<file path="src/rtl/interleaver_sequencer.sv">
// Interleaver sequencer: steps the interleaver through the N cycle indices of
// one junction, registers the returned address sets with their sweep number,
// and flags the final set of the junction with a one-cycle done pulse.
// Downstream back-pressure (stall) freezes progress without losing or
// repeating any set.
module interleaver_sequencer #(
    parameter  int fo = 2,                          // sweeps per junction
    parameter  int p  = 32,                         // left-hand neurons
    parameter  int z  = 8,                          // addresses per cycle
    localparam int N  = fo * p / z,                 // cycles per junction
    localparam int CW = (N > 1) ? $clog2(N) : 1,
    localparam int SW = (fo > 1) ? $clog2(fo) : 1,
    localparam int AW = $clog2(p) * z
) (
    input  logic          clk,
    input  logic          reset,
    input  logic          start,
    input  logic          stall,
    output logic [CW-1:0] cycle_index,
    input  logic [AW-1:0] mem_idx_in,
    output logic [AW-1:0] mem_idx_out,
    output logic          mem_idx_valid,
    output logic [SW-1:0] sweep,
    output logic          last_cycle,
    output logic          busy,
    output logic          done
);

    // Reject configurations where a junction does not split into a
    // power-of-two number of whole cycles.
    generate
        if ((N < 1) || ((p % z) != 0) || ((N & (N - 1)) != 0)) begin : g_bad_cfg
            $fatal(1, "interleaver_sequencer: p must be a multiple of z and fo*p/z a power of two");
        end
    endgenerate

    typedef enum logic {
        IDLE = 1'b0,
        RUN  = 1'b1
    } state_t;

    state_t        state;
    logic [SW-1:0] sweep_next;
    logic          at_last;

    // The sweep number is the top bits of the cycle index; a single sweep is always 0.
    always_comb begin
        // NOTE: default first so every path assigns the signal and no latch is inferred.
        sweep_next = '0;
        if (fo > 1) begin
            sweep_next = cycle_index[CW-1 -: SW];
        end
    end

    assign at_last    = (cycle_index == CW'(N - 1));
    assign last_cycle = (state == RUN) && at_last;
    assign busy       = (state == RUN);

    // Junction FSM: accept start in IDLE, capture one address set per unstalled RUN cycle.
    always_ff @(posedge clk or posedge reset) begin
        if (reset) begin
            state         <= IDLE;
            cycle_index   <= '0;
            mem_idx_out   <= '0;
            sweep         <= '0;
            mem_idx_valid <= 1'b0;
            done          <= 1'b0;
        end else begin
            // NOTE: non-blocking assignments so every register samples pre-edge values.
            mem_idx_valid <= 1'b0;
            done          <= 1'b0;
            case (state)
                IDLE: begin
                    cycle_index <= '0;
                    if (start) begin
                        state <= RUN;
                    end
                end
                RUN: begin
                    if (!stall) begin
                        mem_idx_out   <= mem_idx_in;
                        sweep         <= sweep_next;
                        mem_idx_valid <= 1'b1;
                        if (at_last) begin
                            cycle_index <= '0;
                            done        <= 1'b1;
                            state       <= IDLE;
                        end else begin
                            cycle_index <= cycle_index + CW'(1);
                        end
                    end
                end
                default: begin
                    state       <= IDLE;
                    cycle_index <= '0;
                end
            endcase
        end
    end

endmodule

</file>
<file path="config.mk">
export PLATFORM = sky130hd
export DESIGN_NAME = interleaver_sequencer
export DESIGN_NICKNAME = d
export VERILOG_FILES = /design/src/rtl/interleaver_sequencer.sv
export SDC_FILE = /design/constraint.sdc
export NUM_CORES = 1
export LEC_CHECK = 0
export BUFFER_PORTS_ARGS = -buffer_cell sky130_fd_sc_hd__buf_2
export CORE_MARGIN = 2
export CORE_UTILIZATION = 35
export DETAILED_ROUTE_END_ITERATION = 16
export PLACE_DENSITY_LB_ADDON = 0.3
export SYNTH_ARGS = -nofsm -noshare
export SYNTH_HDL_FRONTEND = slang
export SYNTH_SLANG_ARGS = --single-unit
</file>
<file path="constraint.sdc">
create_clock -name clk -period 1.5 [get_ports clk]
set_input_delay 0.45 -clock clk [delete_from_list [all_inputs] [get_ports clk]]
set_output_delay 0.45 -clock clk [all_outputs]
set_load 0.005 [all_outputs]
</file>
## Word-level counts from Yosys, hierarchy flattened

Index checks and enable logic that the tools add are counted.

| word-level totals | value |
|---|---|
| register bits | 47 |
| input bits | 44 |
| output and inout port bits | 48 |
| word-level logic and storage cells | 25 |

| cells by class | value |
|---|---|
| add/sub/neg operators | 1 |
| equality and inequality tests | 2 |
| multiplexer cells | 12 |
| bitwise operators | 2 |
| reduce and logical (&&, ||, !) cells | 2 |

Operators with widths:

| cell | count |
|---|---|
| 1-bit 2-to-1 mux | 8 |
| 3-bit 2-to-1 mux | 2 |
| 3-bit case mux with 2 select lines | 1 |
| 3-bit by 1-bit adder with 3-bit output (second input constant) | 1 |
| 3-bit equality test (second input constant) | 1 |
| 2-bit inequality test (second input constant) | 1 |
| 1-bit inverter | 2 |
| 1-bit case mux with 2 select lines | 1 |
| 2-bit AND reduction | 1 |
| 1-bit logical AND | 1 |

## Depth between registers and ports, before layout

Gate-level depths: netlist (run 1).

| logic depth | value |
|---|---|
| depth after elaboration | 4 |
| gate-level depth with buffers | 4 |
| mapped depth without buffers | 4 |

## Least setup slack after synthesis (run 1)

No wires, ideal clock.

| timing path | value |
|---|---|
| kind | register to output |
| start point | register cycle_index[0] |
| end point | output last_cycle |
| arrival time | 0.963 ns |
| data required time | 1.050 ns |
| path slack | 0.087 ns |
| cell stages (with the launch flop) | 4 |
| path buffers | 0 |
| cells stage by stage | dfrtp_1 > ha_1 > ha_1 > and2_1 |

| on the way | value |
|---|---|
| longest elaborated chain between the ends | 2 |

RTL lines:

| element | line | text |
|---|---|---|
| from (decl) | 19 | `output logic [CW-1:0] cycle_index,` |
| from (signal assigned) | 89 | `cycle_index <= cycle_index + CW'(1);` |
| 3-bit equality test | 55 | `assign at_last = (cycle_index == CW'(N - 1));` |
| 1-bit logical AND | 56 | `assign last_cycle = (state == RUN) && at_last;` |
| to (decl) | 24 | `output logic last_cycle,` |

Every way passes these cells.

## Final worst setup path (run 1)

| timing path | value |
|---|---|
| start point | register cycle_index[1] |
| end point | output last_cycle |

The elaborated chain is that of the path after synthesis.

==> flow_summary.ini, run 1 <==
[status]
status = complete, but fails checks
violations = negative setup slack

[synth]
ys_seq_elements = 47
yosys.cell_types.count = 18
yosys.area.top_type = dfrtp_1
synth_top_area_frac = 0.592
seq_area_frac_synth = 0.592
avgSynthCellArea_sq_um = 18.4
synth_area_leaders = dfrtp_1 (59%), mux2_4 (28%), buf_12 (3.0%), mux2_2 (2.3%), ha_1 (1.9%)
syn_area_sq_mm = 0.00199
syn_nets = 155
synthCells = 108
yosysWarnings = 0

[critical_path]
r2r_slack_ns = 0.06
required_ns = 1.05
startpoint = cycle_index[1]
path_max_fanout = 2
rr_startpoint = cycle_index[1]
cp.arrival_ns = 1.30
cp-end-kind = primary output
r2r_cells = 6
critPathKind = flop to primary output
r2r-end = cycle_index[1]
start_kind = flop

[timing]
tightest_slew_ns = 0.373
rsz0062_at_grt = yes
post-route-period-util = 1.17
skew_ns = 0.00536
worst_slack_ns = -0.255
hold_viol = 0
drv_slew = 0
finalCriticalPeriod_ns = 1.75
tns_ns = -0.265
relSlewSlack = 0.751
fmax_ghz = 0.570
final-setup-viol-count = 2

[pwr]
leakage_nw = 1.44
p_per_area_mw_per_mm2 = 1410
ir_drop_mv = 0.630

[drt]
routed-via-count = 1273
drt_wl_total_um = 3970
drt-vias-per-instance = 4.39
wl_per_cell_um = 13.7
drtIter0Drc = 56
ant_nets = 0
drt_first_pass_iters = 2
drc = 0

[clock_network]
clkTransAtPathRegs_ns = 0.09
cts_htree_levels = 2
tritoncts = built
cts_sinks = 47
cts_inserted_buffers = 5
cts_max_path_buffers = 2
clk_latency_ns = 0.29
cts-root-buf = clkbuf_8

[floorplanning]
start_util = 0.361
die-area_sq_mm = 0.00630
die_width_um = 79.3
num_rows = 27
die_h_um = 79.3
core-area_sq_mm = 0.00551
ios = 92

[hold_path]
min_path_type = primary input to async pin

[global_routing]
grt_pass1_wl_um = 6180
grt_pass1_vias = 1189
antenna_found_initial = 0
track_usage = 0.130
grt_overflow_total = 0
grt_max_degree = 21

[run]
drv_cap = 0

[layout]
final_nets = 264
fillCellCount = 475
fin_area_sq_mm = 0.00275
area_delta_synth_final_pct = 38.5
final_layout_size_suffix_gt1_frac = 0.748
antennaDiodeCount = 0

[placement]
io_buffers = 91
placed_area_sq_mm = 0.00259
dp_hpwl_um = 2960
gp_congestion = 0.737
[kinds of logic after synthesis]
family	Yosys count	share of synthesized area
adders and majority gates	3	0.0189
DFF	47	0.592
muxes	42	0.307
buffers and inverters	6	0.0441
AOI/OAI and AO/OA	3	0.0107
and+or+nand+nor	7	0.0271
[metal layers]
metal	vias up	wire length [um]	track usage
met1	621	1870	0.178
met4	0	54	0.0517
li1	595	-	-
met3	5	252	0.0330
met2	52	1800	0.199
met5	-	0	0
[cell type report]
class                           instances  area (sq um)  area share
Sequential cell                        47          1180       0.427
Multi-Input combinational cell         55           741       0.269
Timing Repair Buffer                  106           616       0.224
Tap cell                               72          90.1      0.0327
Clock buffer                            5          68.8      0.0250
Clock inverter                          3          43.8      0.0159
Inverter                                2          16.3     0.00591
[critical path, cell delays in order (launching register included)]
cell and delay [ns]:
dfrtp_1 0.39, ha_2 0.21, ha_4 0.15, and2_4 0.15
buf_6 0.11
[registers in the layout, indices dropped and copies added (netlist names)]
register	cells
mem_idx_out	40
cycle_index	3
busy	1
done	1
mem_idx_valid	1
sweep	1
[synth_stat cells (all sizes together)]
library cell / number
buf: 4
o31ai: 1
nand2b: 1
inv: 2
nor2b: 1
and4bb: 1
and2: 2
mux2: 41
dfrtp: 47
mux2i: 1
a31o: 1
nand3: 1
ha: 3
a21oi: 1
nor2: 1
[power breakdown]
part | total, mW | switching, mW | internal (mW)
combinational | 1.26 | 0.448 | 0.816
clock | 0.914 | 0.418 | 0.496
sequential | 1.71 | 0.161 | 1.55
[through the flow]
step | std cells | hold WS [ns] | util | setup WS [ns] | total power, mW
final | 290 | 0.132 | 0.500 | -0.255 | 3.89
after floorplan | 108 | 0.473 | - | 0.0870 | 2.40
after global routing | 290 | 0.148 | 0.500 | -0.306 | 4.16
after detailed placement | 279 | 0.460 | 0.470 | 0.00117 | 2.92
after global placement | 279 | 0.460 | 0.470 | 0.0204 | 2.91
after CTS | 288 | 0.135 | 0.496 | -0.268 | 3.91
[layout by cell type, fill, tap and decap left out, types with 2 or more instances in the layout]
cell type,n
buf_12,3
clkbuf_8,5
dfrtp_1,47
buf_2,90
mux2_4,37
buf_4,11
buf_6,2
mux2_2,4
[worst max path at each step]
stage / end / slack [ns] / cells after the start
after detailed placement: last_cycle / 0.001 / 4
after global placement: last_cycle / 0.02 / 4
after CTS: last_cycle / -0.27 / 4
after floorplan: last_cycle / 0.09 / 3
after global routing: last_cycle / -0.31 / 4
final: last_cycle / -0.25 / 4
[timing repair]
item                       4_1_cts  5_1_grt
pin swaps                        2        1
gates resized for setup          5        1
hold buffers                     0        0
buffers inserted                 1        2
setup endpoints to repair        1        3
cloned                           0        0
No activity file was read; power rests on OpenSTA's default activity.
==> run 2: changes to the inputs <==
--- a/config.mk
+++ b/config.mk
@@ -7,9 +7,9 @@
 export LEC_CHECK = 0
 export BUFFER_PORTS_ARGS = -buffer_cell sky130_fd_sc_hd__buf_2
 export CORE_MARGIN = 2
-export CORE_UTILIZATION = 35
+export CORE_UTILIZATION = 41
 export DETAILED_ROUTE_END_ITERATION = 16
-export PLACE_DENSITY_LB_ADDON = 0.3
+export PLACE_DENSITY = 0.8
 export SYNTH_ARGS = -nofsm -noshare
 export SYNTH_HDL_FRONTEND = slang
 export SYNTH_SLANG_ARGS = --single-unit
==> flow_summary.ini, run 2 (synthesis gave the netlist of run 1 again) <==
[layout]
layout_common_cells = buf_2 (89), dfrtp_1 (47), mux2_4 (37)
seqCellArea_sq_mm = 0.00118
largest_register = mem_idx_out
largest_reg_flops = 40
final_common_cell = buf_2
multi_input_area_sq_um = 741
fillCellCount = 378
final_layout_size_suffix_gt1_frac = 0.748
antennaDiodeCount = 0
area_delta_synth_final_pct = 37.2
reg_top3 = mem_idx_out x40, cycle_index x3
fin_area_sq_mm = 0.00273
final_nets = 264

[placement]
io_buffers = 91
place_ws_ns = -0.0222
placed_area_sq_mm = 0.00257
gp_congestion = 0.711
dp_hpwl_um = 2790

[clock_network]
cts_sinks = 47
tritoncts = built
cts-root-buf = clkbuf_8
clkTransAtPathRegs_ns = 0.09
cts_max_path_buffers = 2
cts_inserted_buffers = 5
cts_htree_levels = 2
clk_latency_ns = 0.29
ctsHoldBuffers = 0

[run]
drv_cap = 0

[status]
violations = negative setup slack
status = complete, but fails checks

[timing]
final-setup-viol-count = 1
tns_ns = -0.234
finalCriticalPeriod_ns = 1.73
tightest_slew_ns = 0.255
post-route-period-util = 1.16
relSlewSlack = 0.830
fmax_ghz = 0.577
hold_viol = 0
skew_ns = 0.00360
hold_ws_ns = 0.198
drv_slew = 0
worst_slack_ns = -0.234
rsz0062_at_grt = yes

[floorplanning]
die_width_um = 73.6
start_util = 0.423
num_rows = 25
die_h_um = 73.6
core-area_sq_mm = 0.00469
die-area_sq_mm = 0.00542
ios = 92

[drt]
ant_nets = 0
drt-vias-per-instance = 4.60
drt_wl_total_um = 3870
drt_first_pass_iters = 4
routed-via-count = 1250
drc = 0
drtIter0Drc = 19
wl_per_cell_um = 14.2

[hold_path]
min_path_type = primary input to async pin

[pwr]
leakage_nw = 1.44
p_per_area_mw_per_mm2 = 1400
ir_drop_mv = 0.699

[critical_path]
critPathKind = flop to primary output
cp.arrival_ns = 1.28
r2r_cells = 5
r2r-end = cycle_index[1]
required_ns = 1.05
start_kind = flop
rr_startpoint = cycle_index[0]
cp-end-kind = primary output
path_max_fanout = 2
r2r_slack_ns = 0.11

[global_routing]
grt_max_degree = 48
antenna_found_initial = 0
grt_overflow_total = 0
grt_pass1_wl_um = 5790
track_usage = 0.144
grt_pass1_vias = 1216
-- run 2: cell count changes in the layout (fill, tap and decap cells not counted) --
cell	previous run	this run
clkbuf_8	5	7
buf_2	90	89
buf_6	2	3
bufinv_16	1	0
clkinv_2	1	0
clkinv_4	1	0
clkinvlp_4	1	2
-- run 2: final cells by class --
cell class                      count  share of cell area
Sequential cell                    47               0.431
Multi-Input combinational cell     55               0.272
Inverter                            2             0.00597
Tap cell                           54              0.0248
Timing Repair Buffer              106               0.228
Clock buffer                        7              0.0353
Clock inverter                      1             0.00275
-- run 2: worst max-delay path by stage --
| stage | startpoint | endpoint | slack [ns] | cells past startpoint |
|---|---|---|---|---|
| floorplan | cycle_index[0] | last_cycle | 0.09 | 3 |
| global placement | cycle_index[0] | last_cycle | 0.02 | 4 |
| detailed placement | cycle_index[1] | last_cycle | -0.02 | 4 |
| CTS | cycle_index[1] | last_cycle | -0.26 | 4 |
| global route | cycle_index[0] | last_cycle | -0.28 | 4 |
| finish | cycle_index[0] | last_cycle | -0.23 | 4 |
-- run 2: report_power, final --
part,internal [mW],switching (mW)
combinational,0.825,0.463
sequential,1.55,0.154
clock,0.419,0.409
total,2.79,1.03
-- run 2: timing repair --
| action | in CTS | in global routing |
|---|---|---|
| pin swaps | 3 | 2 |
| gates resized for setup | 3 | 4 |
| endpoints found under the setup margin | 1 | 1 |
| buffers inserted | 2 | 1 |
-- run 2: per-stage QoR --
stage / util / power (mW) / instances
global placement: 0.547 / 2.88 / 261
CTS: 0.575 / 3.81 / 271
detailed placement: 0.547 / 2.91 / 261
global route: 0.581 / 4.08 / 272
floorplan: - / 2.40 / 108
finish: 0.581 / 3.82 / 272
-- run 2: routing by layer --
metal  global-route usage  vias up  routed length [um]
met2                0.224       53                1900
met4               0.0545        0                  63
met3               0.0439        5                 238
met1                0.189      599                1660
li1                     -      593                   -
met5                    0        -                   0
-- run 2: worst max-delay path, stage by stage, from the launching register on --
cell and delay, ns:
dfrtp_1 0.39, ha_2 0.21, ha_4 0.16, and2_4 0.13, buf_6 0.10
==> run 3: changes to the inputs <==
--- a/config.mk
+++ b/config.mk
@@ -5,11 +5,14 @@
 export SDC_FILE = /design/constraint.sdc
 export NUM_CORES = 1
 export LEC_CHECK = 0
+export ABC_CLOCK_PERIOD_IN_PS = 1500
 export BUFFER_PORTS_ARGS = -buffer_cell sky130_fd_sc_hd__buf_2
+export CELL_PAD_IN_SITES_DETAIL_PLACEMENT = 1
+export CELL_PAD_IN_SITES_GLOBAL_PLACEMENT = 1
 export CORE_MARGIN = 2
-export CORE_UTILIZATION = 41
+export CORE_UTILIZATION = 33
 export DETAILED_ROUTE_END_ITERATION = 16
-export PLACE_DENSITY = 0.8
+export PLACE_DENSITY = 0.81
 export SYNTH_ARGS = -nofsm -noshare
 export SYNTH_HDL_FRONTEND = slang
 export SYNTH_SLANG_ARGS = --single-unit
==> flow_summary.ini, run 3 (synthesis gave the netlist of run 1 again) <==
[clock_network]
cts-root-buf = clkbuf_8
ctsHoldBuffers = 0
cts_max_path_buffers = 2
cts_inserted_buffers = 5
cts_sinks = 47
clkTransAtPathRegs_ns = 0.09
clk_latency_ns = 0.30
cts_htree_levels = 2
tritoncts = built

[floorplanning]
die_h_um = 81.6
core-area_sq_mm = 0.00589
start_util = 0.338
num_rows = 28
die-area_sq_mm = 0.00666
die_width_um = 81.6
ios = 92

[critical_path]
cp.arrival_ns = 1.31
required_ns = 1.05
cp-end-kind = primary output
start_kind = flop
r2r_slack_ns = 0.03
critPathKind = flop to primary output
path_max_fanout = 2

[layout]
largest_register = mem_idx_out
largest_reg_flops = 40
antennaDiodeCount = 0
final_common_cell = buf_2
layout_common_cells = buf_2 (89), dfrtp_1 (46), mux2_4 (37)
reg_top3 = mem_idx_out x40, cycle_index x3
area_delta_synth_final_pct = 40.1
final_layout_size_suffix_gt1_frac = 0.749
fin_cells = 290
final_util = 0.473
final_nets = 262
fillCellCount = 640

[timing]
post-route-period-util = 1.17
skew_ns = 0.00627
tightest_slew_ns = 0.256
finalCriticalPeriod_ns = 1.76
worst_slack_ns = -0.257
fmax_ghz = 0.569
tns_ns = -0.270
final-setup-viol-count = 2
drv_slew = 0
rsz0062_at_grt = yes
relSlewSlack = 0.828
hold_viol = 0

[placement]
gp_congestion = 0.670
place_ws_ns = -0.0186
dp_cells = 279
io_buffers = 91
dp_hpwl_um = 3230

[status]
violations = negative setup slack
status = complete, but fails checks

[pwr]
leakage_nw = 1.44
total_power_mw = 3.98
p_per_area_mw_per_mm2 = 1430
ir_drop_mv = 0.709

[drt]
drtIter0Drc = 13
ant_nets = 0
drt_first_pass_iters = 2
drt-vias-per-instance = 4.45
wl_per_cell_um = 15.2
drc = 0
routed-via-count = 1291
drt_wl_total_um = 4400

[global_routing]
grt_pass1_vias = 1346
track_usage = 0.137
grt_overflow_total = 0
grt_max_degree = 48
grt_pass1_wl_um = 6700
antenna_found_initial = 0

[hold_path]
min_path_type = primary input to async pin

[run]
drv_cap = 0
## run 3: per-stage QoR
stage          hold WS (ns)  cell area, sq um
2_1_floorplan         0.473              1990
3_3_place_gp          0.484              2590
3_5_place_dp          0.494              2590
4_1_cts               0.214              2730
5_1_grt               0.216              2780
6_report              0.207              2780
## run 3: final timing paths
| path | from | to | cells past startpoint |
|---|---|---|---|
| max in group asynchronous | reset | busy | 3 |
| min in group clk | mem_idx_in[15] | mem_idx_out[15] | 2 |
| hold reg to reg | mem_idx_out[4] | mem_idx_out[4] | 1 |
| setup / recovery | cycle_index[1] | last_cycle | 4 |
| hold / removal | reset | mem_idx_out[14] | 3 |
| setup reg to reg | cycle_index[1] | cycle_index[1] | 6 |
## run 3: final cells by class
type	instances	area (sq um)	share of cell area
Multi-Input combinational cell	55	751	0.270
Inverter	2	16.3	0.00584
Timing Repair Buffer	104	639	0.230
Clock buffer	5	68.8	0.0247
Sequential cell	47	1180	0.423
Tap cell	75	93.8	0.0337
Clock inverter	2	37.5	0.0135
## run 3: what timing repair did
| item | CTS | global route |
|---|---|---|
| gates resized for setup | 3 | 8 |
| pin swaps | 1 | 1 |
| buffers inserted | 2 | 2 |
| setup endpoints to repair | 1 | 3 |
| gates cloned | 0 | 0 |
## run 3: per-layer routing
layer	GRT usage	vias up	part of all wire
li1	-	590	-
met1	0.172	638	0.42
met2	0.217	56	0.48
met3	0.0396	7	0.082
met4	0.0650	0	0.018
met5	0	-	0
## run 3: where the power goes
part	internal (mW)	total [mW]	switching (mW)	leakage, nW
Sequential	1.55	1.73	0.182	0.550
Clock	0.487	0.905	0.418	0.0502
Combinational	0.873	1.35	0.476	0.840
## run 3: critical path: stages (launching register included)
cell and delay, ns:
dfrtp_1 0.43, ha_4 0.19, ha_4 0.15, and2_4 0.15, buf_6 0.10
